`config.mk`:
```
export PLATFORM = sky130hd
export DESIGN_NAME = if_fetch_queue
export DESIGN_NICKNAME = d
export VERILOG_FILES = /design/src/rtl/if_fetch_queue.sv
export SDC_FILE = /design/constraint.sdc
export NUM_CORES = 1
export LEC_CHECK = 0
export ABC_AREA = 1
export CORE_ASPECT_RATIO = 1.25
export CORE_MARGIN = 2
export CORE_UTILIZATION = 31
export DETAILED_ROUTE_END_ITERATION = 7
export PLACE_DENSITY = 0.48
export SYNTH_ARGS = -nofsm -noshare
export SYNTH_HDL_FRONTEND = slang
export SYNTH_SLANG_ARGS = --single-unit
```
`constraint.sdc`:
```
create_clock -name clk -period 6.35 [get_ports clk]
set_input_delay 1.5875 -clock clk [delete_from_list [all_inputs] [get_ports clk]]
set_output_delay 1.5875 -clock clk [all_outputs]
set_load 0.02 [all_outputs]
```
`src/rtl/if_fetch_queue.sv`:
```
// Instruction-fetch stage: owns the fetch PC, runs a one-outstanding req/ack fetch,
// and feeds IF/ID from an in-order prefetch queue. Define IFQ_PERF_CNT_EN for the empty-queue counter.
module if_fetch_queue #(
    parameter logic [31:0] RESET_PC = 32'h0000_0000,
    parameter int          QDEPTH   = 4
) (
    input  logic        clk,
    input  logic        rst,
    input  logic [5:0]  stall,
    input  logic        branch_flag,
    input  logic [31:0] branch_target,
    output logic        imem_req,
    output logic [31:0] imem_addr,
    input  logic        imem_ack,
    input  logic [31:0] imem_rdata,
    output logic [31:0] if_pc,
    output logic [31:0] if_ins,
    output logic        stallreq_if,
    output logic [31:0] ifq_empty_cnt
);

    localparam int PW = $clog2(QDEPTH);
    localparam int CW = PW + 1;
    localparam logic [CW-1:0] FULL = CW'(QDEPTH);

    typedef enum logic [1:0] {FETCH, DISCARD, HOLD} state_t;

    state_t        state, state_next;
    logic [31:0]   fetch_pc;
    logic [31:0]   discard_pc;
    logic [PW-1:0] rd_ptr, wr_ptr;
    logic [CW-1:0] count, count_next;
    logic [31:0]   q_pc  [QDEPTH];
    logic [31:0]   q_ins [QDEPTH];
    logic          ack_ok, push, pop, head_valid;

    // Only stall[0] concerns this stage; the upper bits belong to later stages.
    logic unused_stall;
    assign unused_stall = ^stall[5:1];

    assign ack_ok = imem_req && imem_ack;
    assign push   = (state == FETCH) && ack_ok && !branch_flag;
    assign pop    = !stall[0] && (count != '0) && !branch_flag;

    // NOTE: a redirect flushes the queue outright, so it takes priority over push/pop.
    always_comb begin
        count_next = count;
        if (branch_flag)
            count_next = '0;
        else if (push && !pop)
            count_next = count + CW'(1);
        else if (pop && !push)
            count_next = count - CW'(1);
    end

    // NOTE: state and datapath use non-blocking assignments so every flop samples pre-edge values.
    always_ff @(posedge clk) begin
        if (rst) state <= FETCH;
        else     state <= state_next;
    end

    always_comb begin
        state_next = state;
        unique case (state)
            FETCH: begin
                if (branch_flag)
                    state_next = ack_ok ? FETCH : DISCARD;
                else if (ack_ok && count_next == FULL)
                    state_next = HOLD;
            end
            DISCARD: if (ack_ok) state_next = FETCH;
            HOLD:    if (branch_flag || count_next != FULL) state_next = FETCH;
            default: state_next = FETCH;
        endcase
    end

    // A squashed request keeps presenting its old address until the memory acks it.
    always_comb begin
        imem_req  = !rst && (state == FETCH || state == DISCARD);
        imem_addr = (state == DISCARD) ? discard_pc : fetch_pc;
    end

    always_ff @(posedge clk) begin
        if (rst) begin
            fetch_pc   <= RESET_PC;
            discard_pc <= RESET_PC;
            rd_ptr     <= '0;
            wr_ptr     <= '0;
            count      <= '0;
        end else begin
            count <= count_next;
            if (branch_flag) begin
                fetch_pc <= branch_target;
                rd_ptr   <= '0;
                wr_ptr   <= '0;
                if (state == FETCH)
                    discard_pc <= fetch_pc;
            end else begin
                if (push) begin
                    wr_ptr   <= wr_ptr + PW'(1);
                    fetch_pc <= fetch_pc + 32'd4;
                end
                if (pop)
                    rd_ptr <= rd_ptr + PW'(1);
            end
        end
    end

    // NOTE: queue storage has no reset; count gates every read, so stale contents are never visible.
    always_ff @(posedge clk) begin
        if (push) begin
            q_pc[wr_ptr]  <= fetch_pc;
            q_ins[wr_ptr] <= imem_rdata;
        end
    end

    assign head_valid  = (count != '0) && !branch_flag && !rst;
    assign if_pc       = head_valid ? q_pc[rd_ptr]  : 32'h0;
    assign if_ins      = head_valid ? q_ins[rd_ptr] : 32'h0;
    assign stallreq_if = (count == '0) && !branch_flag && !rst;

`ifdef IFQ_PERF_CNT_EN
    logic [31:0] empty_cnt;
    always_ff @(posedge clk) begin
        if (rst)
            empty_cnt <= '0;
        else if (!stall[0] && count == '0 && empty_cnt != 32'hFFFF_FFFF)
            empty_cnt <= empty_cnt + 32'd1;
    end
    assign ifq_empty_cnt = empty_cnt;
`else
    assign ifq_empty_cnt = 32'h0;
`endif

endmodule
```
==> Word-level counts from Yosys, hierarchy flattened <==
Memory sizes are Yosys's and may differ from the RTL's. A register that Yosys moved wholly into a read port is not among the register bits.
Index checks and enable logic that the tools add are counted.
{ "op_classes": {"n_addsub": 5, "eq_ne": 7, "n_mux": 20, "n_reduce_logical": 27} }
{ "op_table": {"columns": ["op", "n"], "rows": [
  ["32-bit 2-to-1 mux", 5],
  ["32-bit by 3-bit adder with 32-bit output (second input constant)", 1],
  ["2-bit 2-to-1 mux", 8],
  ["1-bit logical AND", 13],
  ["3-bit 2-to-1 mux", 3],
  ["2-bit one-hot mux with 3 select lines", 1],
  ["1-bit logical NOT", 5],
  ["2-bit by 1-bit adder with 2-bit output (second input constant)", 2],
  ["2-bit != test (second input constant)", 2],
  ["3-bit by 1-bit adder with 3-bit output (second input constant)", 1],
  ["3-bit equality test (second input constant)", 1],
  ["3-bit logical NOT", 1],
  ["1-bit 2-to-1 mux", 3],
  ["3-bit by 2-bit != test with 1-bit output (second input constant)", 1],
  ["3-bit != test (second input constant)", 1],
  ["3-bit AND reduction", 1],
  ["3-bit nonzero test", 1],
  ["3-bit by 1-bit subtractor with 3-bit output (second input constant)", 1],
  ["2-bit by 1-bit equality test with 1-bit output (second input constant)", 1],
  ["2-bit equality test (second input constant)", 1],
  ["2-bit logical NOT", 1],
  ["1-bit logical OR", 2],
  ["2-bit AND reduction", 1],
  ["2-bit nonzero test", 1],
  ["2-bit OR reduction", 1]
]} }
{ "totals": {"regBits": 73, "mem_bits_rw": 256, "in_bits": 74, "out_inout_bits": 130, "word_cells": 67, "mem_count": 2} }
{ "mem_list": {"columns": ["memory", "depth", "word_bits", "rd", "rd_clocked_by_memory_dff", "write_ports", "line_no", "source"], "rows": [
  ["q_ins", 4, 32, 1, 1, 1, "34", "logic [31:0] q_ins [QDEPTH];"],
  ["q_pc", 4, 32, 1, 1, 1, "33", "logic [31:0] q_pc [QDEPTH];"]
]} }

==> Logic depth before layout (Yosys ltp) <==
Gate-level depths: netlist (run 1).
{ "depth": {"word_depth": 16, "ltp_mapped": 14, "depth_no_buf": 14} }

==> Worst setup path before layout (run 1) <==
No wires, ideal clock.
{ "synth_timing": {"kind": "input to register", "start": "input port rst", "end": "memory q_ins[0][0] (enable)", "setup_time_ns": 0.486, "arrival_ns": 5.058, "t_required_ns": 5.864, "slack_ns": 0.806, "cell_stages": 7, "path_buffers": 2, "cell_sequence": "nor2_4 nand3_4 nor2_4 buf_6 inv_2 buf_2 nor2_1"} }
{ "synth_via": {"elab_chain_len": 7} }
{ "synth_rtl": {"columns": ["element", "line_no", "source"], "rows": [
  ["from (decl)", "8", "input logic rst,"],
  ["1-bit logical NOT", "79", "imem_req = !rst && (state == FETCH || state == DISCARD);"],
  ["1-bit logical AND", "79", null],
  ["1-bit logical AND", "41", "assign ack_ok = imem_req && imem_ack;"],
  ["1-bit logical AND (2 in series)", "42", "assign push = (state == FETCH) && ack_ok && !branch_flag;"],
  ["1-bit 2-to-1 mux", "111", "if (push) begin"],
  ["1-bit 2-to-1 mux (implied by the code)", "113", "q_ins[wr_ptr] <= imem_rdata;"],
  ["to (decl)", "34", null]
]} }
Every way passes these cells.

==> Worst setup path after layout (run 1) <==
{ "layout_timing": {"start": "input port branch_flag", "end": "output port if_pc[0]"} }
{ "layout_via": {"elab_chain_len": 4} }
{ "layout_rtl": {"columns": ["element", "line_no", "source"], "rows": [
  ["from (decl)", "10", "input logic branch_flag,"],
  ["1-bit logical NOT", "117", "assign head_valid = (count != '0) && !branch_flag && !rst;"],
  ["1-bit logical AND (2 in series)", "117", null],
  ["32-bit 2-to-1 mux", "118", "assign if_pc = head_valid ? q_pc[rd_ptr] : 32'h0;"],
  ["to (decl)", "16", "output logic [31:0] if_pc,"]
]} }
Every way passes these cells.

==> results of run 1 <==
[area by class of cell]
type                            instances  area [um2]  area share, %
Inverter                               70       264.0          1.502
Clock buffer                           49       980.9          5.580
Timing Repair Buffer                  188        1877          10.68
Tap cell                              578       723.2          4.114
Multi-Input combinational cell        925        4400          25.03
Sequential cell                       331        9194          52.30
Clock inverter                         16       140.1         0.7971
[through the flow]
step	hold slack (ns)	utilization, %	setup WS [ns]	total power, mW	area [um2]
floorplan	0.4548	-	0.8058	2.709	14350
global placement	0.4855	36.43	0.6650	2.877	16460
detailed placement	0.5026	36.43	0.6793	2.882	16460
CTS	0.5258	38.91	0.6647	4.903	17580
global route	0.5531	38.91	0.5564	5.022	17580
finish	0.5214	38.91	0.6745	4.838	17580
[cells in the mapped netlist (4+ instances only)]
| library cell | count |
|---|---|
| buf_2 | 4 |
| clkbuf_1 | 63 |
| inv_1 | 59 |
| o21ai_1 | 9 |
| buf_4 | 32 |
| a21oi_2 | 4 |
| nor2_4 | 4 |
| nor3_1 | 7 |
| o211ai_1 | 7 |
| o21ai_0 | 202 |
| xor2_1 | 9 |
| nand2_1 | 134 |
| inv_2 | 11 |
| a21oi_1 | 113 |
| nand4_1 | 8 |
| nand2_2 | 8 |
| a31oi_1 | 11 |
| nand3_1 | 25 |
| buf_1 | 10 |
| nand3_2 | 4 |
| ha_1 | 8 |
| dfxtp_1 | 75 |
| nor2_1 | 313 |
| edfxtp_1 | 256 |
[worst paths after layout]
check | depth (start not counted) | startpoint | slack [ns] | to
max | 6 | branch_flag | 0.67 | if_pc[0]
min | 2 | wr_ptr[1] | 0.52 | wr_ptr[1]
max reg2reg | 6 | state[1] | 3.60 | q_ins[1][24]
min reg2reg | 2 | wr_ptr[1] | 0.52 | wr_ptr[1]
[cells by family after synthesis]
logic type,count (synthesis),share of synthesized area [%]
AND/OR/NAND/NOR,520,15.40
AO/OA/AOI/OAI,353,12.90
flip-flops,331,64.56
buffers and inverters,180,5.679
XOR/XNOR,12,0.7385
adder cells (fa/ha/maj),8,0.7033
other,1,0.02635
[tightest hold or removal path, delay by kind of cell (launching register included)]
| family | cells | cell delay (ns) |
|---|---|---|
| buf+inv | 1 | 0.09 |
| flops | 1 | 0.32 |
| compound gates | 1 | 0.06 |
[where the power goes]
group          switching [mW]  leakage (nW)  internal (mW)
Combinational           0.240          2.54          0.146
Clock                   0.835         0.544           1.17
Sequential             0.0543          2.97           2.39
[registers in the layout (all words and copies together) (netlist names), named ones only]
| name | flops |
|---|---|
| q_ins | 128 |
| q_pc | 128 |
| count | 3 |
| rd_ptr | 2 |
| wr_ptr | 2 |
| fetch_pc | 32 |
| discard_pc | 32 |
| state | 2 |
[per-layer routing]
layer  GRT usage (%)  up-vias
li1                -     5073
met1           20.38     4964
met2           27.24      241
met3           2.492       52
met4           4.880        0
met5               0        -
==> impl_metrics.env, run 1 <==
export IMPL_fillCellCount=4411
export IMPL_critical_path_top_delay_family="buffers and inverters"
export IMPL_place_inst=2092
export IMPL_grt_total_usage_pct=15.79
export IMPL_grt_overflow_total=0
export IMPL_dr_max_layer_used="met4"
export IMPL_synth_top_area_cell="edfxtp_1"
export IMPL_post_route_min_period_ns=5.675
export IMPL_grt_antenna_before_repair=0
export IMPL_worst_slew_pin_slew_ns=1.205
export IMPL_async_flop_share_pct=0
export IMPL_synthFlopType="edfxtp_1"
export IMPL_wl_per_cell_um=17.73
export IMPL_ys_types=40
export IMPL_setup_tns_ns=0
export IMPL_start_util_pct=31.51
export IMPL_final_period_utilization_pct=89.38
export IMPL_hold_viol=0
export IMPL_yosys_warnings=0
export IMPL_cts_tree="yes"
export IMPL_cts_buffer_depth=3
export IMPL_layout_common_cells="nor2_1 (307), edfxtp_1 (256), o21ai_0 (202)"
export IMPL_grt_pass1_vias=9995
export IMPL_layout_commonest_cell="nor2_1"
export IMPL_grt_pass1_wl_mm=58.05
export IMPL_setup_viol=0
export IMPL_maxCapViolCount=0
export IMPL_clk_latency_ns=0.53
export IMPL_avgSynthCellArea_um2=10.13
export IMPL_firstDrtPassIters=5
export IMPL_worstPathMaxFanout=23
export IMPL_drtAntennaViolNets=0
export IMPL_numClockSinks=331
export IMPL_drive_gt1_share_pct=7.980
export IMPL_setup_worst_path_end_class="output port"
export IMPL_cp_start_kind="input pin"
export IMPL_synth_top_area_share_pct=54.01
export IMPL_powerDensity_nw_per_um2=275.2
export IMPL_port_buffers=166
export IMPL_clock_skew_ns=0.01495
export IMPL_stdcell_count=2157
export IMPL_fmax_mhz=176.2
export IMPL_drt_met1_wl_mm=17.15
export IMPL_num_nets_final=1634
export IMPL_synth_edf_count=256
export IMPL_crit_top_cell="clkdlybuf4s50_1"
export IMPL_dieArea_um2=47660
export IMPL_synth_seq_area_share_pct=64.56
export IMPL_vias=10330
export IMPL_drc=0
export IMPL_ir_drop_mv=0.1433
export IMPL_cts_root_buf="clkbuf_16"
export IMPL_dp_hpwl_mm=23.89
export IMPL_cts_made_buffers=36
export IMPL_die_w_um=195.7
export IMPL_path_cells="clkdlybuf4s50_1, nor2_1, nand2_2, buf_12, a21oi_1, clkdlybuf4s50_1"
export IMPL_path_class="in -> out"
export IMPL_met3WireLength_mm=1.626
export IMPL_finalWirelength_mm=38.25
export IMPL_io_pin_count=204
export IMPL_ys_ff_latch=331
export IMPL_clk_transition_reported_paths_ns=0.05
export IMPL_die_h_um=243.6
export IMPL_arrival_ns=4.09
export IMPL_p_leak_nw=6.053
export IMPL_cp_data_required_time_ns=4.76
export IMPL_status="finished, final reports clean"
export IMPL_rows=87
export IMPL_slew_headroom_pct=19.45
export IMPL_dr_wl_met2_mm=18.53
export IMPL_crit_buf_inv=3
export IMPL_netlist_area_um2=14230
export IMPL_cpPeakStageDelay_ns=0.64
export IMPL_core_area_um2=45170
export IMPL_ctsResizeCount=0
export IMPL_htreeDepth=2
export IMPL_area_growth_syn_to_layout_pct=23.51
export IMPL_rsz0062_at_grt="no"
export IMPL_drt_iter0_drc=553
export IMPL_hold_buffers=0
export IMPL_cts_setup_buffers=0
export IMPL_drv_slew=0
export IMPL_grt_max_degree=73
export IMPL_critPathSlowestCell="clkdlybuf4s50_1"
export IMPL_place_congestion=0.7926
export IMPL_vias_per_cell=4.789
export IMPL_synth_top_cells_by_area="edfxtp_1 (54%), dfxtp_1 (11%), nor2_1 (8.3%)"
export IMPL_diodes=0
export IMPL_hold_path_class="reg -> reg"
export IMPL_syn_inst=1405
Power figures use the tool's default switching activity.
==> run 2, diff against run 1 <==
--- a/config.mk
+++ b/config.mk
@@ -10,6 +10,8 @@
 export CORE_MARGIN = 2
 export CORE_UTILIZATION = 31
 export DETAILED_ROUTE_END_ITERATION = 7
+export GPL_ROUTABILITY_DRIVEN = 0
+export MAX_ROUTING_LAYER = met4
 export PLACE_DENSITY = 0.48
 export SYNTH_ARGS = -nofsm -noshare
 export SYNTH_HDL_FRONTEND = slang
==> impl_metrics.env, run 2 (synthesis results as in run 1) <==
export IMPL_grt_overflow_total=0
export IMPL_dieArea_um2=47660
export IMPL_biggestRegsByFlops="q_ins: 128 flops, q_pc: 128 flops"
export IMPL_p_total_mw=4.839
export IMPL_drv_slew=0
export IMPL_firstDrtPassIters=5
export IMPL_critPathSlowestCell="clkdlybuf4s50_1"
export IMPL_arrival_ns=4.11
export IMPL_drc=0
export IMPL_layout_commonest_cell="nor2_1"
export IMPL_ctsResizeCount=0
export IMPL_cts_buffer_depth=3
export IMPL_place_area_um2=16460
export IMPL_clock_skew_ns=0.01323
export IMPL_crit_top_cell="clkdlybuf4s50_1"
export IMPL_wl_per_cell_um=17.74
export IMPL_num_nets_final=1634
export IMPL_ir_drop_mv=0.1424
export IMPL_clk_transition_reported_paths_ns=0.05
export IMPL_grt_total_usage_pct=16.27
export IMPL_die_h_um=243.6
export IMPL_grt_pass1_wl_mm=58.01
export IMPL_io_pin_count=204
export IMPL_finalInstanceArea_um2=17580
export IMPL_slew_headroom_pct=20.26
export IMPL_hold_viol=0
export IMPL_vias=10380
export IMPL_die_w_um=195.7
export IMPL_rows=87
export IMPL_cpPeakStageDelay_ns=0.64
export IMPL_cp_data_required_time_ns=4.76
export IMPL_maxCapViolCount=0
export IMPL_setup_tns_ns=0
export IMPL_core_area_um2=45170
export IMPL_worstPathMaxFanout=23
export IMPL_post_route_min_period_ns=5.698
export IMPL_cts_root_buf="clkbuf_16"
export IMPL_status="finished, final reports clean"
export IMPL_met3WireLength_mm=1.584
export IMPL_grt_max_degree=73
export IMPL_dr_wl_met2_mm=18.60
export IMPL_p_leak_nw=6.053
export IMPL_numClockSinks=331
export IMPL_start_util_pct=31.51
export IMPL_dr_max_layer_used="met4"
export IMPL_area_growth_syn_to_layout_pct=23.51
export IMPL_powerDensity_nw_per_um2=275.3
export IMPL_final_period_utilization_pct=89.73
export IMPL_layout_common_cells="nor2_1 (307), edfxtp_1 (256), o21ai_0 (202)"
export IMPL_drive_gt1_share_pct=7.980
export IMPL_finalWirelength_mm=38.28
export IMPL_drtAntennaViolNets=0
export IMPL_htreeDepth=2
export IMPL_rsz0062_at_grt="no"
export IMPL_diodes=0
export IMPL_cts_setup_buffers=0
export IMPL_setup_viol=0
export IMPL_cts_made_buffers=36
export IMPL_worst_slew_pin_slew_ns=1.193
export IMPL_path_class="in -> out"
export IMPL_path_cells="clkdlybuf4s50_1, nor2_1, nand2_2, buf_12, a21oi_1, clkdlybuf4s50_1"
export IMPL_grt_pass1_vias=9986
export IMPL_grt_antenna_before_repair=0
export IMPL_hold_path_class="reg -> reg"
export IMPL_cp_start_kind="input pin"
export IMPL_clk_latency_ns=0.53
export IMPL_setup_worst_path_end_class="output port"
export IMPL_drt_met1_wl_mm=17.19
export IMPL_vias_per_cell=4.811
export IMPL_dp_hpwl_mm=23.89
export IMPL_cts_tree="yes"
export IMPL_drt_iter0_drc=581
export IMPL_hold_buffers=0
export IMPL_port_buffers=166
export IMPL_fmax_mhz=175.5
## run 2: cell counts in the layout (fill, tap and decap cells not counted)
Identical to the previous run, type by type.
## run 2: layout make-up
type	count	area, um2
repair buffers	188	1877
clock inverters	16	140.1
clock buffers	49	980.9
flip-flops and latches	331	9194
inverters	70	264.0
well taps	578	723.2
multi-input cells	925	4400
fillers	4411	27600
## run 2: per-stage QoR
stage          hold WS (ns)  util, %  setup WS [ns]  cells
3_5_place_dp         0.5026    36.43         0.6793   2092
6_report             0.5217    38.91         0.6524   2157
2_1_floorplan        0.4548        -         0.8058   1436
4_1_cts              0.5258    38.91         0.6647   2157
3_3_place_gp         0.4855    36.43         0.6650   2092
5_1_grt              0.5531    38.91         0.5564   2157
## run 2: worst paths after layout
check / from / to / slack (ns) / cells after the start
worst max register to register: state[1] / q_ins[1][24] / 3.59 / 6
worst min register to register: wr_ptr[1] / wr_ptr[1] / 0.52 / 2
worst max-delay path: branch_flag / if_pc[0] / 0.65 / 6
worst min-delay path: wr_ptr[1] / wr_ptr[1] / 0.52 / 2
## run 2: worst max-delay path: cells and delay by family
kind	cells	cell delay, ns
compound gates	1	0.18
buf+inv	3	1.42
simple gates	2	0.90
## run 2: per-layer routing
| metal | track usage (%) | up-vias |
|---|---|---|
| li1 | - | 5074 |
| met2 | 27.26 | 262 |
| met4 | 4.880 | 0 |
| met1 | 20.60 | 4989 |
| met5 | - | - |
| met3 | 2.132 | 52 |
## run 2: power breakdown
part	switching, mW	leakage, nW	total (mW)	internal [mW]
Combinational	0.240	2.54	0.386	0.146
Clock	0.836	0.544	2.00	1.17
Sequential	0.0545	2.97	2.45	2.39
